File: config.mk
export PLATFORM = sky130hd
export DESIGN_NAME = sync_fifo_param_flat
export DESIGN_NICKNAME = d
export VERILOG_FILES = /design/src/rtl/sync_fifo_param_if.sv /design/src/rtl/sync_fifo_param.sv /design/src/flat_wrapper.sv
export SDC_FILE = /design/constraint.sdc
export NUM_CORES = 1
export LEC_CHECK = 0
export CAP_MARGIN = 20
export CELL_PAD_IN_SITES_DETAIL_PLACEMENT = 1
export CELL_PAD_IN_SITES_GLOBAL_PLACEMENT = 1
export CORE_MARGIN = 5
export CORE_UTILIZATION = 53
export CTS_BUF_LIST = sky130_fd_sc_hd__clkbuf_4
export CTS_CLUSTER_SIZE = 14
export DETAILED_ROUTE_END_ITERATION = 16
export GPL_TIMING_DRIVEN = 0
export PLACE_DENSITY_LB_ADDON = 0.25
export SLEW_MARGIN = 20
export SYNTH_ARGS = -nofsm -noshare
export SYNTH_HDL_FRONTEND = slang
export SYNTH_SLANG_ARGS = --single-unit
File: constraint.sdc
create_clock -name clk -period 4.3 [get_ports clk]
set_input_delay 1.29 -clock clk [delete_from_list [all_inputs] [get_ports clk]]
set_output_delay 1.29 -clock clk [all_outputs]
set_load 0.05 [all_outputs]
File: src/rtl/sync_fifo_param_if.sv
`default_nettype none
// ============================================================================
//  Module      : sync_fifo_param_if
//  Description : Handshake/data bundle for sync_fifo_param. The producer and
//                consumer side (master) drives the requests and data; the
//                FIFO (slave) returns the read data, status and error flags.
//  Signals     : wr_en, din, rd_en, clr_err        master -> slave
//                dout, dout_valid, full, empty,
//                almost_full, almost_empty, count,
//                overflow, underflow                slave -> master
//  Revision    : 1.0  initial release
// ============================================================================
interface sync_fifo_param_if #(
    parameter int DW    = 8,
    parameter int DEPTH = 16
);
    localparam int AW = $clog2(DEPTH);

    logic          wr_en;
    logic [DW-1:0] din;
    logic          rd_en;
    logic          clr_err;
    logic [DW-1:0] dout;
    logic          dout_valid;
    logic          full;
    logic          empty;
    logic          almost_full;
    logic          almost_empty;
    logic [AW:0]   count;
    logic          overflow;
    logic          underflow;

    modport master (
        output wr_en, din, rd_en, clr_err,
        input  dout, dout_valid, full, empty, almost_full, almost_empty,
               count, overflow, underflow
    );

    modport slave (
        input  wr_en, din, rd_en, clr_err,
        output dout, dout_valid, full, empty, almost_full, almost_empty,
               count, overflow, underflow
    );
endinterface
`default_nettype wire

File: src/rtl/sync_fifo_param.sv
`default_nettype none
// ============================================================================
//  Module      : sync_fifo_param
//  Description : Parametrised single-clock FIFO with same-cycle read+write,
//                occupancy count, programmable almost-full/almost-empty
//                thresholds and sticky overflow/underflow error flags.
//                Read data is registered (one cycle latency) and qualified by
//                a single-cycle dout_valid pulse per accepted read.
//  Ports       : clk    - clock, all logic on posedge
//                reset  - synchronous, active-high; dominates all inputs
//                bus    - sync_fifo_param_if slave modport (requests, data,
//                         status and error flags)
//  Parameters  : DW, DEPTH (power of two, >=2), AF_THRESH (1..DEPTH),
//                AE_THRESH (0..AF_THRESH-1)
//  Revision    : 1.0  initial release
// ============================================================================
module sync_fifo_param #(
    parameter int DW        = 8,
    parameter int DEPTH     = 16,
    parameter int AF_THRESH = 14,
    parameter int AE_THRESH = 2
) (
    input  wire logic        clk,
    input  wire logic        reset,
    sync_fifo_param_if.slave bus
);
    localparam int AW = $clog2(DEPTH);

    // Thresholds pre-sized to the count width so every compare is width-matched.
    localparam logic [AW:0] FULL_CNT = (AW+1)'(DEPTH);
    localparam logic [AW:0] AF_CNT   = (AW+1)'(AF_THRESH);
    localparam logic [AW:0] AE_CNT   = (AW+1)'(AE_THRESH);

    // ------------------------------------------------------------------------
    // Elaboration-time parameter legality
    // ------------------------------------------------------------------------
    generate
        if (DW < 1) begin : g_bad_dw
            $fatal(1, "sync_fifo_param: DW must be >= 1");
        end
        if (DEPTH < 2 || (DEPTH & (DEPTH - 1)) != 0) begin : g_bad_depth
            $fatal(1, "sync_fifo_param: DEPTH must be a power of two >= 2");
        end
        if (AF_THRESH < 1 || AF_THRESH > DEPTH) begin : g_bad_af
            $fatal(1, "sync_fifo_param: AF_THRESH must be in 1..DEPTH");
        end
        if (AE_THRESH < 0 || AE_THRESH >= AF_THRESH) begin : g_bad_ae
            $fatal(1, "sync_fifo_param: AE_THRESH must be in 0..AF_THRESH-1");
        end
    endgenerate

    // ------------------------------------------------------------------------
    // Storage and pointers
    // ------------------------------------------------------------------------
    // Pointers carry one extra wrap bit so that full (difference == DEPTH)
    // and empty (difference == 0) are distinguishable.
    logic [DW-1:0] mem [DEPTH];
    logic [AW:0]   wptr;
    logic [AW:0]   rptr;
    logic [AW:0]   occ;
    logic          is_full;
    logic          is_empty;
    logic          wr_acc;
    logic          rd_acc;
    logic [DW-1:0] dout_q;
    logic          dout_valid_q;
    logic          overflow_q;
    logic          underflow_q;

    assign occ      = wptr - rptr;
    assign is_full  = (occ == FULL_CNT);
    assign is_empty = (occ == '0);

    // Acceptance uses the status seen at the start of the cycle, so a read
    // into an empty FIFO is rejected even if a write lands the same cycle
    // (no bypass), and a write into a full FIFO is rejected even if a read
    // frees a slot the same cycle.
    assign wr_acc = bus.wr_en && !is_full;
    assign rd_acc = bus.rd_en && !is_empty;

    // Memory has no reset; contents survive a reset. Writes are blocked
    // while reset is asserted so reset fully dominates the cycle.
    always_ff @(posedge clk) begin
        if (!reset && wr_acc) begin
            mem[wptr[AW-1:0]] <= bus.din;
        end
    end

    always_ff @(posedge clk) begin
        if (reset) begin
            wptr         <= '0;
            rptr         <= '0;
            dout_q       <= '0;
            dout_valid_q <= 1'b0;
            overflow_q   <= 1'b0;
            underflow_q  <= 1'b0;
        end else begin
            if (wr_acc) begin
                wptr <= wptr + 1'b1;
            end
            if (rd_acc) begin
                rptr   <= rptr + 1'b1;
                dout_q <= mem[rptr[AW-1:0]];
            end
            dout_valid_q <= rd_acc;

            // A new error event in the same cycle as clr_err keeps the flag set.
            if (bus.wr_en && is_full) begin
                overflow_q <= 1'b1;
            end else if (bus.clr_err) begin
                overflow_q <= 1'b0;
            end

            if (bus.rd_en && is_empty) begin
                underflow_q <= 1'b1;
            end else if (bus.clr_err) begin
                underflow_q <= 1'b0;
            end
        end
    end

    // ------------------------------------------------------------------------
    // Outputs
    // ------------------------------------------------------------------------
    assign bus.dout         = dout_q;
    assign bus.dout_valid   = dout_valid_q;
    assign bus.full         = is_full;
    assign bus.empty        = is_empty;
    assign bus.almost_full  = (occ >= AF_CNT);
    assign bus.almost_empty = (occ <= AE_CNT);
    assign bus.count        = occ;
    assign bus.overflow     = overflow_q;
    assign bus.underflow    = underflow_q;

endmodule
`default_nettype wire
File: src/flat_wrapper.sv
// flat-port wrapper written by rule: the top's interface ports become plain ports
module sync_fifo_param_flat 
#(
    parameter int DW        = 8,
    parameter int DEPTH     = 16,
    parameter int AF_THRESH = 14,
    parameter int AE_THRESH = 2
)
  (clk, reset, bus_wr_en, bus_din, bus_rd_en, bus_clr_err, bus_dout, bus_dout_valid, bus_full, bus_empty, bus_almost_full, bus_almost_empty, bus_count, bus_overflow, bus_underflow);
  sync_fifo_param_if #(.DW(DW), .DEPTH(DEPTH)) bus_i ();
  input  wire logic clk;
  input  wire logic reset;
  input wire logic [$bits(bus_i.wr_en)-1:0] bus_wr_en;
  input wire logic [$bits(bus_i.din)-1:0] bus_din;
  input wire logic [$bits(bus_i.rd_en)-1:0] bus_rd_en;
  input wire logic [$bits(bus_i.clr_err)-1:0] bus_clr_err;
  output wire logic [$bits(bus_i.dout)-1:0] bus_dout;
  output wire logic [$bits(bus_i.dout_valid)-1:0] bus_dout_valid;
  output wire logic [$bits(bus_i.full)-1:0] bus_full;
  output wire logic [$bits(bus_i.empty)-1:0] bus_empty;
  output wire logic [$bits(bus_i.almost_full)-1:0] bus_almost_full;
  output wire logic [$bits(bus_i.almost_empty)-1:0] bus_almost_empty;
  output wire logic [$bits(bus_i.count)-1:0] bus_count;
  output wire logic [$bits(bus_i.overflow)-1:0] bus_overflow;
  output wire logic [$bits(bus_i.underflow)-1:0] bus_underflow;
  assign bus_i.wr_en = bus_wr_en;
  assign bus_i.din = bus_din;
  assign bus_i.rd_en = bus_rd_en;
  assign bus_i.clr_err = bus_clr_err;
  assign bus_dout = bus_i.dout;
  assign bus_dout_valid = bus_i.dout_valid;
  assign bus_full = bus_i.full;
  assign bus_empty = bus_i.empty;
  assign bus_almost_full = bus_i.almost_full;
  assign bus_almost_empty = bus_i.almost_empty;
  assign bus_count = bus_i.count;
  assign bus_overflow = bus_i.overflow;
  assign bus_underflow = bus_i.underflow;
  sync_fifo_param #(.DW(DW), .DEPTH(DEPTH), .AF_THRESH(AF_THRESH), .AE_THRESH(AE_THRESH)) u_core (.clk(clk), .reset(reset), .bus(bus_i));
endmodule
Word level (Yosys, flattened, before mapping)
Memories as Yosys holds them, arrays and structs flattened. A register that Yosys moved wholly into a read port is not among the register bits.
Index checks and enable logic that the tools add are counted.
- equality and inequality tests: 1
- reduce and logical (&&, ||, !) cells: 11
- order comparisons: 2
- add/subtract/negate cells: 3
- mux-type cells: 5
- operators with widths (kind ; count):
    $add A5 B1 Y5 const B ; 2
    $eq A5 B5 Y1 const B ; 1
    $ge A5 B4 Y1 const B ; 1
    $le A5 B2 Y1 const B ; 1
    $logic_and A1 B1 Y1 ; 5
    $logic_not A5 Y1 ; 1
    $mux W1 ; 5
    $sub A5 B5 Y5 ; 1
    $reduce_bool A2 Y1 ; 2
    $logic_not A1 Y1 ; 3
- flip-flop bits (word level): 13
- RAM bits: 128
- memories: 1
- output and inout port bits: 20
- word-level logic and storage cells: 28
- input bits: 13
- memories (name ; depth ; width ; rd ports ; clocked after memory_dff ; wr ports ; line ; RTL):
    u_core.mem ; 16 ; 8 ; 1 ; 1 ; 1 ; sync_fifo_param.sv:57 ; logic [DW-1:0] mem [DEPTH];

Depth between registers and ports, before layout
- word-level depth: 7
- depth in mapped cells: 12

Worst setup path after synthesis
Ideal clock, no wire load.
- path kind: reg-to-output
- start point: register u_core.rptr[2]
- end point: output port bus_almost_empty
- data required time: 3.010 ns
- cell stages (with the launch flop): 11
- data arrival time: 4.453 ns
- buffers on the path: 3
- slack: -1.443 ns
- cells stage by stage: dfxtp_1 -> buf_2 -> buf_2 -> inv_1 -> ha_1 -> nand2b_1 -> a21oi_2 -> xor2_2 -> inv_2 -> buf_2 -> a2111oi_0
- longest elaborated chain between the ends: 2
- ends and longest elaborated chain (item ; line ; RTL):
    start: declaration ; sync_fifo_param.sv:59 ; logic [AW:0] rptr;
    start signal: assignment ; sync_fifo_param.sv:102 ; rptr <= rptr + 1'b1;
    $sub A5 B5 Y5 ; sync_fifo_param.sv:70 ; assign occ = wptr - rptr;
    $le A5 B2 Y1 ; sync_fifo_param.sv:130 ; assign bus.almost_empty = (occ <= AE_CNT);
    end: declaration ; flat_wrapper.sv:22 ; output wire logic [$bits(bus_i.almost_empty)-1:0] bus_almost_empty;
Every way passes these cells.

Worst setup path in the final report
- start point: register u_core.wptr[0]
- end point: output port bus_almost_empty
- longest elaborated chain between the ends: 2
- ends and longest elaborated chain (item ; line ; RTL):
    start: declaration ; sync_fifo_param.sv:58 ; logic [AW:0] wptr;
    start signal: assignment ; sync_fifo_param.sv:99 ; wptr <= wptr + 1'b1;
    $sub A5 B5 Y5 ; sync_fifo_param.sv:70 ;
    $le A5 B2 Y1 ; sync_fifo_param.sv:130 ;
Every way passes these cells.

==> impl_results.md <==
- Most numerous cell in the Yosys netlist: edfxtp_1
- Post-synthesis register bit count: about 150
- Met3 Use GR: 0.0583
- Port-buffer cells: 32
- Final max-slew violation count: 0
- Largest cells by area after synthesis: edfxtp_1 62%, mux4_2 11%, dfxtp_1 6.7%, ha_1 1.8%, nor2_1 1.7%
- Pin count of the biggest net entering global routing: 17
- Post-CTS Hold Buffers: 0
- Antenna violations before repair: 0
- Maximum root-to-sink buffer count: 2
- Final worst setup slack: roughly 0.12 ns
- Max Cap Viol: 0
- Vias: about 3700
- Drt initial violations: approximately 340
- Total CTS buffers: 17
- Clock Latency Late Sink: ~0.56 ns
- Synth cell types: 43
- Share of cells above drive strength 1: 0.305
- Post-synth top area share: 0.616
- CTS tree: yes
- CP endpoint kind: output pin
- Top Ports: 33
- M1 GR Usage: 0.289
- Syn_area_per_cell: ~17 µm²
- GR Layer Usage met2: 0.389
- Root buffer cell: clkbuf_4
- LEAKAGE: between 0.002 and 0.0025 µW
- Vias per std cell: 6.17
- CP Max Fanout: 7
- Top FF cell, synth: edfxtp_1
- Die area: around 0.014 mm²
- Tcrit/Tclk final: 0.972
- Dominant cell type by area after synthesis: edfxtp_1
- Dpl ws: -0.927 ns
- Min Hold Slack: 0.497 ns
- Maximum vdd drop: slightly above 0.0006 V
- Hold Vio Cnt, Final: 0
- Post-synth ARST share: 0
- Post-Route Setup TNS: 0 ns
- Final Critical Period: roughly 4.2 ns
- HPWL Detailed: ~11000 µm
- EDFF count, synth: between 100 and 150
- GP Congestion: 0.787
- Synthesis Warnings: 0
- CTS clk-pin slew, worst paths: around 0.12 ns
- DRC viols: 0
- Worst setup path class: flop to output pin
- Top cells by count, synth: 128 x edfxtp_1, 31 x mux4_2, 29 x nor2_1
- FILL cells: ~1000
- Row cnt: 39
- Max_slew headroom: 0.415
- Chip Height: between 100 and 150 µm
- Via count of the first global-routing pass: between 4000 and 5000
- Synthesized net count: 400
- Worst Hold Class: flop to flop
- Arr. time, crit path: 2.89 ns
- Setup Viol. Count Final: 0
- Total GRT Usage: 0.234
- P&R area growth vs syn: 19.4%
- Skew final: ~0.014 ns
- DIE WIDTH: ~120 µm
- Most used routing layer: met2
- Worst EP required: 3.01 ns
- WL per Instance: between 20 and 30 µm
- Syn Inst Count: 377
- Total Wirelength: 15700 µm
- Seq/Total Area, Yosys: 0.683
- Peak Freq: between 200 and 250 MHz
- Power density cells: 626 mW/mm²
- First-pass GRT wire length: ~24000 µm
- Clock Sink Count: ~150
- ANT cells: 0
- Status: finished clean
- First-pass DRT Iterations: 4
- # nets final: roughly 470
- DRT antenna net count: 0
- Worst Setup Start Kind: flop
- Initial Util: 0.544
- Total grt overflow: 0
- Worst Tran Pin Value: ~0.87 ns
- Synthesized area: approximately 0.0062 mm²
- Placeable Area: around 0.011 mm²
- H-tree Lvls: 4
critical path: stages, from the launching register on:
cell	delay, ns
dfxtp_4	0.39
inv_1	0.09
ha_2	0.20
fa_2	0.42
nand2b_4	0.17
a21oi_4	0.19
xor2_4	0.21
clkinv_4	0.12
a2111oi_4	0.35
buf_6	0.21
where the power goes:
| part | internal (µW) | switching (µW) |
|---|---|---|
| clock | 466 | 530 |
| sequential | 1660 | 53.5 |
| combinational | 750 | 1210 |
| total | 2870 | 1790 |
stage by stage:
step / utilization / area [µm²] / total power (µW) / std cells
global route: 0.650 / 7450 / 4890 / 605
global placement: 0.589 / 6750 / 3420 / 552
detailed placement: 0.604 / 6920 / 3500 / 564
finish: 0.650 / 7450 / 4670 / 605
CTS: 0.642 / 7370 / 4580 / 597
floorplan: - / 6250 / 2930 / 377
per-layer routing:
layer  share of wire  vias up
li1                -     1649
met2            0.51      102
met5               0        -
met4           0.034        0
met3           0.040       31
met1            0.41     1949
cells by family (layout without fill, tap and decap cells):
| group | Yosys count | after routing | share of synthesized area |
|---|---|---|---|
| AO/OA/AOI/OAI | 45 | 45 | 0.0519 |
| XOR/XNOR | 4 | 4 | 0.00682 |
| adder cells (fa/ha/maj) | 10 | 10 | 0.0213 |
| buffers and inverters | 39 | 124 | 0.0269 |
| flip-flops | 149 | 149 | 0.683 |
| multiplexers | 44 | 44 | 0.134 |
| AND/OR/NAND/NOR | 86 | 86 | 0.0756 |
area by class of cell:
| class | count | area, µm² | area share |
|---|---|---|---|
| Buffer | 22 | 135 | 0.0181 |
| Clock buffer | 17 | 128 | 0.0171 |
| Clock inverter | 15 | 201 | 0.0270 |
| Inverter | 16 | 65.1 | 0.00873 |
| Multi-Input combinational cell | 189 | 2010 | 0.269 |
| Sequential cell | 149 | 4270 | 0.573 |
| Tap cell | 143 | 179 | 0.0240 |
| Timing Repair Buffer | 54 | 468 | 0.0628 |
path summary, 6_finish.rpt:
kind / from / end / slack (ns) / cells after the start
min reg2reg: u_core.bus.dout[5]$_SDFFE_PP0P_ / u_core.bus.dout[5]$_SDFFE_PP0P_ / 0.50 / 2
max reg2reg: u_core.wptr[0]$_SDFFE_PP0P_ / u_core.mem[12][2]$_DFFE_PP_ / 0.59 / 11
max: u_core.wptr[0]$_SDFFE_PP0P_ / bus_almost_empty / 0.12 / 9
min: u_core.bus.dout[5]$_SDFFE_PP0P_ / u_core.bus.dout[5]$_SDFFE_PP0P_ / 0.50 / 2
placed cells by master (no fill, tap or decap), types with 3 or more instances in the layout:
master / n
nor2_1: 27
o211ai_1: 6
or4_1: 8
o311ai_0: 6
nand2b_1: 12
clkinvlp_4: 3
nor4b_2: 4
buf_4: 22
nand2_1: 5
mux2_2: 8
clkbuf_4: 17
a21oi_1: 5
buf_6: 3
mux4_2: 31
nor4_2: 8
ha_1: 7
o22ai_1: 13
inv_1: 15
inv_6: 3
dfxtp_1: 18
clkbuf_1: 11
clkdlybuf4s50_1: 26
bufinv_16: 4
mux2i_1: 5
a211oi_1: 3
nor3_2: 4
nor2b_1: 7
buf_2: 10
edfxtp_1: 128
flip-flops by register name, summed over array words and instances (netlist names):
| register | flops |
|---|---|
| u_core.bus.underflow | 1 |
| u_core.rptr | 5 |
| u_core.bus.overflow | 1 |
| u_core.bus.dout_valid | 1 |
| u_core.bus.dout | 8 |
| u_core.mem | 128 |
| u_core.wptr | 5 |
what timing repair did:
action                                  in CTS  in global routing
endpoints found under the setup margin      71                  4
pin swaps                                    2                  3
resized for setup                           58                  7
setup buffers                                2                  8
hold endpoints to repair                     0                  0
(Power assumes the default switching activity.)
